File: src/rtl/stream_mux_rr.sv
// stream_mux_rr: registered N-to-1 stream multiplexer with valid/ready
// handshakes. Channel selection is either external (mode = 0, by sel) or
// round-robin (mode = 1) with a rotating priority pointer. A single output
// register gives one cycle of latency and sustains one word per cycle.
//
// Ports:
//   clk        rising-edge clock
//   reset      synchronous, active-high reset
//   in_data    flattened input words, channel k at [k*WIDTH +: WIDTH]
//   in_valid   per-channel word-available flags
//   in_ready   per-channel accept strobes (combinational, at most one set)
//   mode       0 = fixed select by sel, 1 = round-robin
//   sel        channel index used in fixed mode (values >= CHANNELS never grant)
//   out_data   registered output word
//   out_chan   registered index of the channel that supplied out_data
//   out_valid  output register holds a word
//   out_ready  consumer accepts the word this cycle
module stream_mux_rr #(
  parameter int WIDTH    = 20,
  parameter int CHANNELS = 4,
  localparam int SELW    = (CHANNELS > 1) ? $clog2(CHANNELS) : 1
) (
  input  logic                         clk,
  input  logic                         reset,
  input  logic [CHANNELS*WIDTH-1:0]    in_data,
  input  logic [CHANNELS-1:0]          in_valid,
  output logic [CHANNELS-1:0]          in_ready,
  input  logic                         mode,
  input  logic [SELW-1:0]              sel,
  output logic [WIDTH-1:0]             out_data,
  output logic [SELW-1:0]              out_chan,
  output logic                         out_valid,
  input  logic                         out_ready
);

  logic [SELW-1:0]       r_ptr;
  logic                  r_valid;
  logic [WIDTH-1:0]      r_data;
  logic [SELW-1:0]       r_chan;

  logic                  w_load_en;
  logic                  w_grant_vld;
  logic [SELW-1:0]       w_grant_idx;
  logic                  w_xfer;
  logic [WIDTH-1:0]      w_grant_data;
  logic [2*CHANNELS-1:0] w_dbl;
  logic [CHANNELS-1:0]   w_rot;

  // Register can take a word when empty or when being drained this cycle.
  assign w_load_en = !r_valid || out_ready;

  // Rotate the valid vector so bit j corresponds to channel (ptr+1+j) mod
  // CHANNELS; the lowest set bit is then the round-robin winner. Doubling
  // the vector makes the wrap-around a plain right shift.
  assign w_dbl = {in_valid, in_valid} >> ((SELW+1)'(r_ptr) + (SELW+1)'(1));
  assign w_rot = w_dbl[CHANNELS-1:0];

  always_comb begin
    logic        found;
    int unsigned off;
    int unsigned sum;
    found       = 1'b0;
    off         = 0;
    sum         = 0;
    w_grant_vld = 1'b0;
    w_grant_idx = '0;
    if (!mode) begin
      for (int unsigned k = 0; k < CHANNELS; k++) begin
        if ((32'(sel) == k) && in_valid[k]) begin
          w_grant_vld = 1'b1;
          w_grant_idx = SELW'(k);
        end
      end
    end else begin
      for (int unsigned j = 0; j < CHANNELS; j++) begin
        if (!found && w_rot[j]) begin
          found = 1'b1;
          off   = j;
        end
      end
      sum = 32'(r_ptr) + 32'd1 + off;
      if (sum >= CHANNELS) begin
        sum = sum - CHANNELS;
      end
      w_grant_vld = found;
      w_grant_idx = SELW'(sum);
    end
  end

  assign w_xfer = w_load_en && w_grant_vld && !reset;

  always_comb begin
    in_ready     = '0;
    w_grant_data = '0;
    for (int unsigned k = 0; k < CHANNELS; k++) begin
      if (w_grant_idx == SELW'(k)) begin
        in_ready[k]  = w_xfer;
        w_grant_data = in_data[k*WIDTH +: WIDTH];
      end
    end
  end

  always_ff @(posedge clk) begin
    if (reset) begin
      r_valid <= 1'b0;
      r_data  <= '0;
      r_chan  <= '0;
      r_ptr   <= SELW'(CHANNELS - 1);
    end else if (w_xfer) begin
      r_valid <= 1'b1;
      r_data  <= w_grant_data;
      r_chan  <= w_grant_idx;
      r_ptr   <= w_grant_idx;
    end else if (out_ready) begin
      r_valid <= 1'b0;
    end
  end

  assign out_data  = r_data;
  assign out_chan  = r_chan;
  assign out_valid = r_valid;

endmodule

File: config.mk
export PLATFORM = sky130hd
export DESIGN_NAME = stream_mux_rr
export DESIGN_NICKNAME = d
export VERILOG_FILES = /design/src/rtl/stream_mux_rr.sv
export SDC_FILE = /design/constraint.sdc
export NUM_CORES = 1
export LEC_CHECK = 0
export ABC_AREA = 0
export CAP_MARGIN = 20
export CORE_AREA = 2 2 68 83
export DETAILED_ROUTE_END_ITERATION = 8
export DIE_AREA = 0 0 70 85
export GPL_TIMING_DRIVEN = 0
export HOLD_SLACK_MARGIN = 0.05
export PLACE_DENSITY = 0.9
export SYNTH_ARGS = -nofsm -noshare
export SYNTH_HDL_FRONTEND = slang
export SYNTH_SLANG_ARGS = --single-unit
export TNS_END_PERCENT = 30
File: constraint.sdc
create_clock -name clk -period 4.65 [get_ports clk]
set_input_delay 0.93 -clock clk [delete_from_list [all_inputs] [get_ports clk]]
set_output_delay 0.93 -clock clk [all_outputs]
set_load 0.005 [all_outputs]
==> out/qor.yml, run 1 <==
clocking:
  cts-root-buf: "clkbuf_8"
  cts_tree: "done"
  htreeDepth: 1
  worstSkewPairLatency_ns: 0.27
  numCtsBuffers: 3
  clkTransAtPathRegs_ns: 0.09
  cts.path.max_buffers: 2
  clkSinkCount: 25
place:
  io_buffers: 113
  dpl_cell_area_um2: 3050
  place_congestion: 0.832
  dp.final_hpwl_mm: 5.56
yosys:
  ys_seq_elements: 25
  synth_edf_count: 0
  netlist_area_um2: 1840
  synthArstFlopShare_pct: 0
  synth_nets: 362
  synth_warnings: 0
  avgSynthCellArea_um2: 6.78
  synthDistinctLibCells: 39
  syn_inst: 271
  synth_ff_type: "dfxtp_1"
  yosysSeqAreaShare_pct: 27.2
timing:
  whs_ns: 0.461
  final-setup-viol-count: 0
  rsz0062_at_grt: "false"
  slew_headroom_pct: 61.4
  post-route-period-util_pct: 94.9
  fin_crit_ns: 4.41
  clock_skew_ns: 0.00554
  tightest_slew_ns: 0.580
  drv_slew: 0
  finalHoldViolations: 0
  timing.fmax_mhz: 227
hold_path:
  hp-class: "flip-flop to flip-flop"
  holdPathEnd: "out_data[13]"
  min_from: "out_data[13]"
  holdPathStages: 2
worst_setup_path:
  rr_worst_depth: 14
  critPathMaxFanout: 10
  startpoint_type: "primary input"
  worstPathRequired_ns: 3.72
  cp-end-kind: "output pin"
  worst-setup-path-type: "primary input to output pin"
  arrival_ns: 3.48
  rr_startpoint: "r_ptr[0]"
  r2r_end: "out_data[17]"
  rrSetupSlack_ns: 1.63
floorplanning:
  fp-row-count: 29
  fp.coreArea_um2: 5150
  die_h_um: 85
  die_w_um: 70
  die_area_um2: 5950
  start_util_pct: 35.6
  io_pins: 117
route:
  drt_pre_antenna_iters: 4
  ant_nets: 0
  wirelength_mm: 7.05
  via_count: 2400
  drc: 0
  wire_per_inst_um: 15.7
  drtIter0Drc: 215
  vias_per_cell: 5.33
power:
  leakage_nw: 1.27
  p_per_area_nw_per_um2: 288
  peakVddDrop_v: 0.000147
global_route:
  overflow: 0
  grt_max_degree: 15
  grtUsageTotal_pct: 23.1
  antenna_found_initial: 0
  grt_pass1_wl_mm: 11.1
  grt_pass1_vias: 2393
finish:
  final_core_util_pct: 61.1
  drive_gt1_share_pct: 7.22
  num_antenna_cells: 0
  syn2layout_area_growth_pct: 71.5
  finalInstanceArea_um2: 3150
  layout.nets: 480
flow_run:
  max-cap-violations: 0
outcome:
  status: "finished clean"
## state kept, by name, summed over array words and instances (netlist names)
signal     cells
out_valid      1
out_data      20
out_chan       2
r_ptr          2
## cells in the final DEF, fill, tap and decap left out, drive strengths merged
cell type / count
a211oi: 4
a21o: 1
a21oi: 18
a221o: 6
a221oi: 1
a31o: 1
a31oi: 4
and2: 6
and3: 1
and4: 1
buf: 8
clkbuf: 15
clkdlybuf4s50: 112
clkinv: 1
dfxtp: 25
dlymetal6s2s: 1
ha: 1
inv: 4
mux2: 2
mux2i: 10
mux4: 1
nand2: 50
nand3: 17
nand3b: 1
nor2: 62
nor2b: 3
nor3: 4
nor4: 2
o2111ai: 1
o211ai: 1
o21a: 1
o21ai: 4
o21bai: 1
o221ai: 14
o31a: 2
or2: 1
xnor2: 1
## through the flow
step           cells  total power [W]  TNS [ns]  worst slack [ns]
2_1_floorplan    271         0.000530         0             0.787
3_3_place_gp     446         0.000742     -1.36            -0.388
3_5_place_dp     446         0.000755     -1.49            -0.416
4_1_cts          450         0.000895    -0.220           -0.0967
5_1_grt          450         0.000966         0            0.0209
6_report         450         0.000908         0             0.236
## cells by family after synthesis
logic type	Yosys count	share of synthesized area, %
multiplexers	13	7.90
flip-flops	25	27.2
AO/OA/AOI/OAI	59	23.2
buffers and inverters	24	5.72
AND/OR/NAND/NOR	148	34.8
XOR/XNOR	1	0.477
adder cells (fa/ha/maj)	1	0.681
## worst max path at each step
stage                       end  slack [ns]        start  cells after the start
CTS                 in_ready[0]        -0.1  in_valid[0]                     10
finish              in_ready[3]        0.24  in_valid[1]                     11
global placement    in_ready[2]       -0.39  in_valid[0]                     11
detailed placement  in_ready[0]       -0.42  in_valid[0]                     10
global route        in_ready[3]        0.02  in_valid[1]                     11
floorplan           in_ready[2]        0.79  in_valid[1]                     11
## cells in the mapped netlist, types with 3 or more instances
| master | count | area [um^2] |
|---|---|---|
| nand2_1 | 50 | 188 |
| buf_2 | 6 | 30.0 |
| nor2_1 | 61 | 229 |
| clkbuf_1 | 13 | 48.8 |
| a21oi_1 | 18 | 90.1 |
| a221o_1 | 6 | 60.1 |
| a211oi_1 | 4 | 30.0 |
| and2_1 | 6 | 37.5 |
| inv_1 | 4 | 15.0 |
| nor3_1 | 3 | 15.0 |
| a31oi_1 | 4 | 25.0 |
| o221ai_1 | 14 | 123 |
| nand3_1 | 17 | 85.1 |
| mux2i_1 | 10 | 100 |
| nor2b_1 | 3 | 18.8 |
| dfxtp_1 | 25 | 500 |
## area by class of cell
| type | count | area (um^2) |
|---|---|---|
| inverter | 4 | 15.0 |
| timing repair buffer | 114 | 1140 |
| clock buffer | 3 | 41.3 |
| tap | 62 | 77.6 |
| sequential | 25 | 500 |
| buffer | 19 | 88.8 |
| clock inverter | 1 | 5.00 |
| multi-input combinational | 222 | 1280 |
| fill | 494 | 2000 |
## critical path: stages
cell	delay [ns]
buf_2	0.17
nor2_1	0.07
a221oi_1	0.29
a31oi_1	0.08
a211oi_1	0.21
ha_1	0.30
nor2b_2	0.24
a31o_4	0.24
nand2_1	0.10
nor2_2	0.29
clkdlybuf4s50_1	0.56
## timing repair
| action | CTS | global route |
|---|---|---|
| gates resized for setup | 6 | 5 |
| pin swaps | 1 | 0 |
| endpoints found under the setup margin | 4 | 4 |
| buffers inserted | 1 | 0 |
| hold buffers | 0 | 0 |
## where the power goes
group / leakage (nW) / internal (W) / switching, W / total (W)
clock network: 0.0255 / 0.0000601 / 0.0000742 / 0.000134
registers: 0.207 / 0.000252 / 0.0000221 / 0.000274
logic: 1.03 / 0.000255 / 0.000244 / 0.000500
## layer usage
layer / wire length (um) / track usage, % / vias to the layer above
met5: 0 / 0 / -
met4: 185 / 8.39 / 0
met3: 543 / 4.63 / 17
met2: 3580 / 42.6 / 121
met1: 2740 / 26.2 / 1078
li1: - / - / 1184
Note: power is estimated with default switching activity, not from simulation.
==> inputs of run 2 (changes only) <==
CORE_AREA = 2 2 82 69   (was 2 2 68 83)
DIE_AREA = 0 0 84 71   (was 0 0 70 85)
==> out/qor.yml, run 2 (synthesized netlist as in run 1, its figures left out) <==
power:
  leakage_nw: 1.27  # about the same
  p_sw_w: 0.000334  # -1.8%
  netSwitchingFraction_pct: 37.1  # -0.45 points
  peakVddDrop_v: 0.000187  # +28%
  clkPwrFrac_pct: 14.1  # -0.7 points
  internal-power_w: 0.000568  # +0.17%
  p_per_area_nw_per_um2: 286  # -0.91%
  comb_power_share_pct: 55.7  # +0.7 points
  p_seq_share_pct: 30.2  # about the same
route:
  wirelength_mm: 7.17  # +1.7%
  drc: 0  # unchanged
  vias_per_cell: 5.40  # +1.3%
  wire_per_inst_um: 15.8  # +1.1%
  ant_nets: 0  # unchanged
  drt_pre_antenna_iters: 4  # unchanged
  via_count: 2447  # +2.0%
  drtIter0Drc: 132  # -39%
timing:
  timing.fmax_mhz: 224  # -1.2%
  drv_slew: 0  # unchanged
  finalSetupTns_ns: 0  # unchanged
  slew_headroom_pct: 57.4  # -4.0 points
  finalHoldViolations: 0  # unchanged
  final-setup-viol-count: 0  # unchanged
  fin_crit_ns: 4.47  # +0.0541 ns
  post-route-period-util_pct: 96.1  # +1.2 points
  tightest_slew_ns: 0.637  # +0.0576 ns
  clock_skew_ns: 0.00192  # -0.00362 ns
worst_setup_path:
  cp-startpoint: "in_valid[1]"
  arrival_ns: 3.54  # +0.06 ns
  critPathMaxFanout: 10  # unchanged
  startpoint_type: "primary input"
  cp_common_cell: "buf_2"
  path_cells: "buf_2 > nor2_1 > a221oi_1 > a31oi_1 > a211oi_1 > ha_1 > xnor2_2 > and4_4 > nor3_4 > buf_2 > nor4_1 > clkdlybuf4s50_1"
  worstPathRequired_ns: 3.72  # about the same
  rr_startpoint: "r_ptr[0]"
  cpPeakStageDelay_ns: 0.59  # +0.03 ns
  cp-end-kind: "output pin"
  rrSetupSlack_ns: 1.64  # about the same
  slowest_stage: "clkdlybuf4s50_1"
  worst-setup-path-type: "primary input to output pin"
global_route:
  grt_pass1_vias: 2329  # -2.7%
  grt_max_degree: 15  # unchanged
  antenna_found_initial: 0  # unchanged
  grtUsageTotal_pct: 22.7  # -0.47 points
  overflow: 0  # unchanged
  grt_pass1_wl_mm: 11.0  # -1.3%
clocking:
  numCtsBuffers: 3  # unchanged
  cts.path.max_buffers: 2  # unchanged
  htreeDepth: 1  # unchanged
  cts-root-buf: "clkbuf_8"
  clkTransAtPathRegs_ns: 0.09  # about the same
  clkSinkCount: 25  # unchanged
  worstSkewPairLatency_ns: 0.26  # about the same
  cts_tree: "done"
floorplanning:
  die_w_um: 84  # +20%
  die_area_um2: 5960  # +0.24%
  fp.coreArea_um2: 5190  # +0.83%
  io_pins: 117  # unchanged
  fp-row-count: 24  # -17%
  start_util_pct: 35.4  # -0.29 points
  die_h_um: 71  # -16%
finish:
  num_antenna_cells: 0  # unchanged
  final_common_cell: "clkdlybuf4s50_1"
  drive_gt1_share_pct: 7.22  # unchanged
  syn2layout_area_growth_pct: 72.1
  layout.nets: 480  # unchanged
  final_core_util_pct: 60.9  # -0.28 points
  layout_common_cells: "clkdlybuf4s50_1 (112), nor2_1 (61), nand2_1 (50)"
  largest_reg_flops: 20  # unchanged
  multi_input_area_um2: 1290  # +0.39%
  fillers: 458  # -7.3%
  register_area_um2: 500  # unchanged
hold_path:
  hp-class: "flip-flop to flip-flop"
  min_from: "out_data[14]"
place:
  dp.final_hpwl_mm: 5.47  # -1.6%
  io_buffers: 113  # unchanged
  place_congestion: 0.814  # -2.1%
outcome:
  status: "finished clean"
flow_run:
  max-cap-violations: 0  # unchanged
## run 2: cell counts in the layout (fill, tap and decap cells not counted)
No cell type changed its count.
## run 2: repair_timing
item,in CTS,in global routing
gates cloned,0,0
setup buffers,1,0
resized for setup,10,3
endpoints found under the setup margin,4,4
hold buffers,0,0
pin swaps,1,0
## run 2: power groups by stage
stage	combinational, W	sequential [W]	clock (W)
after floorplan	0.000253	0.000277	0
after global placement	0.000468	0.000275	0
after detailed placement	0.000481	0.000276	0
after CTS	0.000499	0.000272	0.000132
after global routing	0.000547	0.000276	0.000138
final	0.000503	0.000273	0.000127
## run 2: cell type report
type | instances | area share, %
inverters | 4 | 0.475
plain buffers | 19 | 2.89
flip-flops and latches | 25 | 15.8
multi-input cells | 222 | 40.7
clock inverters | 1 | 0.158
well taps | 65 | 2.57
repair buffers | 114 | 36.1
clock buffers | 3 | 1.31
## run 2: path summary, 6_finish.rpt
path,end,cells past startpoint
setup / recovery,in_ready[2],12
hold / removal,out_data[14],2
setup reg to reg,out_data[3],14
hold reg to reg,out_data[14],2
## run 2: routing by layer
metal	vias up	wire (um)	track usage, %
li1	1190	-	-
met1	1148	2920	27.5
met2	101	3690	41.6
met3	8	476	4.55
met4	0	87	5.02
met5	-	0	0
## run 2: critical path, delay by kind of cell
family,cells,cell delay [ns]
AO/OA/AOI/OAI,3,0.60
AND/OR/NAND/NOR,4,0.67
buffers and inverters,3,0.94
XOR/XNOR,1,0.16
adder cells (fa/ha/maj),1,0.23
## run 2: per-stage QoR
stage	hold WS [ns]	area, um^2	total power, W	setup slack [ns]	std cells
finish	0.460	3160	0.000903	0.182	453
global route	0.474	3160	0.000961	-0.00510	453
CTS	0.461	3150	0.000902	-0.0863	453
detailed placement	0.448	3050	0.000757	-0.478	449
global placement	0.442	3050	0.000743	-0.436	449
floorplan	0.453	1840	0.000530	0.787	271
==> inputs of run 3 (changes only) <==
CORE_AREA = 2 2 79 66   (was 2 2 82 69)
DIE_AREA = 0 0 81 68   (was 0 0 84 71)
PLACE_DENSITY = unset   (was 0.9)
PLACE_DENSITY_LB_ADDON = 0.15   (was unset)
clock period = 5.8 ns   (was 4.65 ns; I/O delays follow)
==> out/qor.yml, run 3 (synthesized netlist as in run 1, its figures left out) <==
worst_setup_path:
  cp-end-kind: "output pin"
  crit_family: "buffers and inverters"
  cpPeakStageDelay_ns: 0.72  # +0.13 ns
  path_cells: "clkdlybuf4s50_1 > nor2_1 > nor4_1 > a211oi_1 > ha_1 > nor2b_1 > a31oi_1 > clkbuf_1 > and3_1 > clkdlybuf4s50_1"
  arrival_ns: 4.48  # +0.94 ns
  cp_common_cell: "clkdlybuf4s50_1"
  cp.buffers_inverters: 3  # unchanged
  worst-setup-path-type: "primary input to output pin"
  worstPathRequired_ns: 4.64  # +0.92 ns
  critPathMaxFanout: 10  # unchanged
  slowest_stage: "a31oi_1"
  startpoint_type: "primary input"
global_route:
  grt_use_met3_pct: 4.88  # +0.33 points
  grt_pass1_vias: 2163  # -7.1%
  grt_max_degree: 14  # -1
  met1_usage_pct: 35.7  # +8.2 points
  overflow: 0  # unchanged
  antenna_found_initial: 0  # unchanged
  grtUsageTotal_pct: 25.2  # +2.5 points
  grt_use_met2_pct: 39.9  # -1.7 points
  top_usage_layer: "met2"
  grt_pass1_wl_mm: 10.7  # -2.8%
route:
  drt_pre_antenna_iters: 4  # unchanged
  drc: 0  # unchanged
  vias_per_cell: 5.31  # -1.7%
  drtIter0Drc: 114  # -14%
  wirelength_mm: 6.88  # -4.0%
  ant_nets: 0  # unchanged
  wire_per_inst_um: 15.3  # -3.2%
  via_count: 2383  # -2.6%
clocking:
  post-cts-setup-buffers: 0  # -1
  clkTransAtPathRegs_ns: 0.09  # about the same
  numCtsBuffers: 3  # unchanged
  htreeDepth: 1  # unchanged
  cts-root-buf: "clkbuf_8"
  clkSinkCount: 25  # unchanged
  cts_resized: 0  # -10
  cts.path.max_buffers: 2  # unchanged
  cts_tree: "done"
  postCtsHoldBufs: 0  # unchanged
  worstSkewPairLatency_ns: 0.27  # about the same
power:
  p_per_area_nw_per_um2: 229  # -20%
  peakVddDrop_v: 0.000125  # -33%
  leakage_nw: 1.23  # -2.9%
finish:
  drive_gt1_share_pct: 4.91  # -2.3 points
  largest_reg_flops: 20  # unchanged
  fillers: 434  # -5.2%
  syn2layout_area_growth_pct: 68.1
  final_core_util_pct: 64.6  # +3.8 points
  layout.nets: 479  # -0.21%
  layout_common_cells: "clkdlybuf4s50_1 (113), nor2_1 (61), nand2_1 (50)"
  num_antenna_cells: 0  # unchanged
  instances_no_fill: 449  # -0.88%
  final_common_cell: "clkdlybuf4s50_1"
timing:
  tightest_slew_ns: 0.975  # +0.338 ns
  fin_crit_ns: 5.64
  final-setup-viol-count: 0  # unchanged
  rsz0062_at_grt: "false"
  clock_skew_ns: 0.00390  # +0.00197 ns
  finalSetupTns_ns: 0  # unchanged
  timing.fmax_mhz: 177
  slew_headroom_pct: 34.7  # -23 points
  post-route-period-util_pct: 97.3
  finalHoldViolations: 0  # unchanged
  drv_slew: 0  # unchanged
place:
  io_buffers: 113  # unchanged
  place_congestion: 0.832  # +2.2%
  dp.final_hpwl_mm: 5.27  # -3.7%
  dp_cells: 446  # -0.67%
floorplanning:
  die_w_um: 81  # -3.6%
  fp.coreArea_um2: 4780  # -8.0%
  die_h_um: 68  # -4.2%
  fp-row-count: 23  # -4.2%
  start_util_pct: 38.4  # +3.1 points
  die_area_um2: 5510  # -7.6%
  io_pins: 117  # unchanged
flow_run:
  max-cap-violations: 0  # unchanged
outcome:
  status: "finished clean"
hold_path:
  hp-class: "flip-flop to flip-flop"
## run 3: changes by cell type in the layout (fill, tap and decap cells not counted), sizes merged
cell           before  now
clkdlybuf4s50     112  113
clkbuf             15   16
buf                 8    7
dlymetal6s2s        1    0
clkinv              1    0
## run 3: metal layers
layer  wire (um)  share of wire (%)
met5           0                  0
met4          74                1.1
met3         507                7.4
met2        3110                 45
met1        3190                 46
## run 3: stage by stage
step                      worst slack (ns)  hold slack (ns)  total power (W)  cell area [um^2]
after floorplan                       1.48            0.453         0.000425              1840
after global placement               0.228            0.442         0.000596              3050
after CTS                            0.171            0.462         0.000709              3090
final                                0.157            0.461         0.000707              3090
after detailed placement             0.189            0.449         0.000604              3050
after global routing                0.0188            0.481         0.000760              3090
## run 3: power breakdown
group	switching, W	internal, W	leakage (nW)
Sequential	0.0000169	0.000202	0.207
Clock	0.0000557	0.0000491	0.0228
Combinational	0.000187	0.000196	1.00
## run 3: cell type report
cell class / instances / area [um^2] / share of cell area [%]
well taps: 62 / 77.6 / 2.51
inverters: 4 / 15.0 / 0.486
multi-input cells: 222 / 1230 / 39.9
repair buffers: 113 / 1130 / 36.6
flip-flops and latches: 25 / 500 / 16.2
clock buffers: 4 / 45.0 / 1.46
plain buffers: 19 / 86.3 / 2.80
## run 3: path summary, 6_finish.rpt
check                      end  slack (ns)  cells after the start        start
setup / recovery   in_ready[0]        0.16                     10  in_valid[0]
hold / removal     out_data[1]        0.46                      2  out_data[1]
setup reg to reg  out_data[13]        2.57                     14     r_ptr[0]
hold reg to reg    out_data[1]        0.46                      2  out_data[1]
## run 3: worst register-to-register path: cells and delay by family (launching register included)
family          cells  cell delay (ns)
simple gates        4             0.35
flops               1             0.30
fa+ha+maj           1             0.19
buf+inv             3             0.74
compound gates      6             1.58
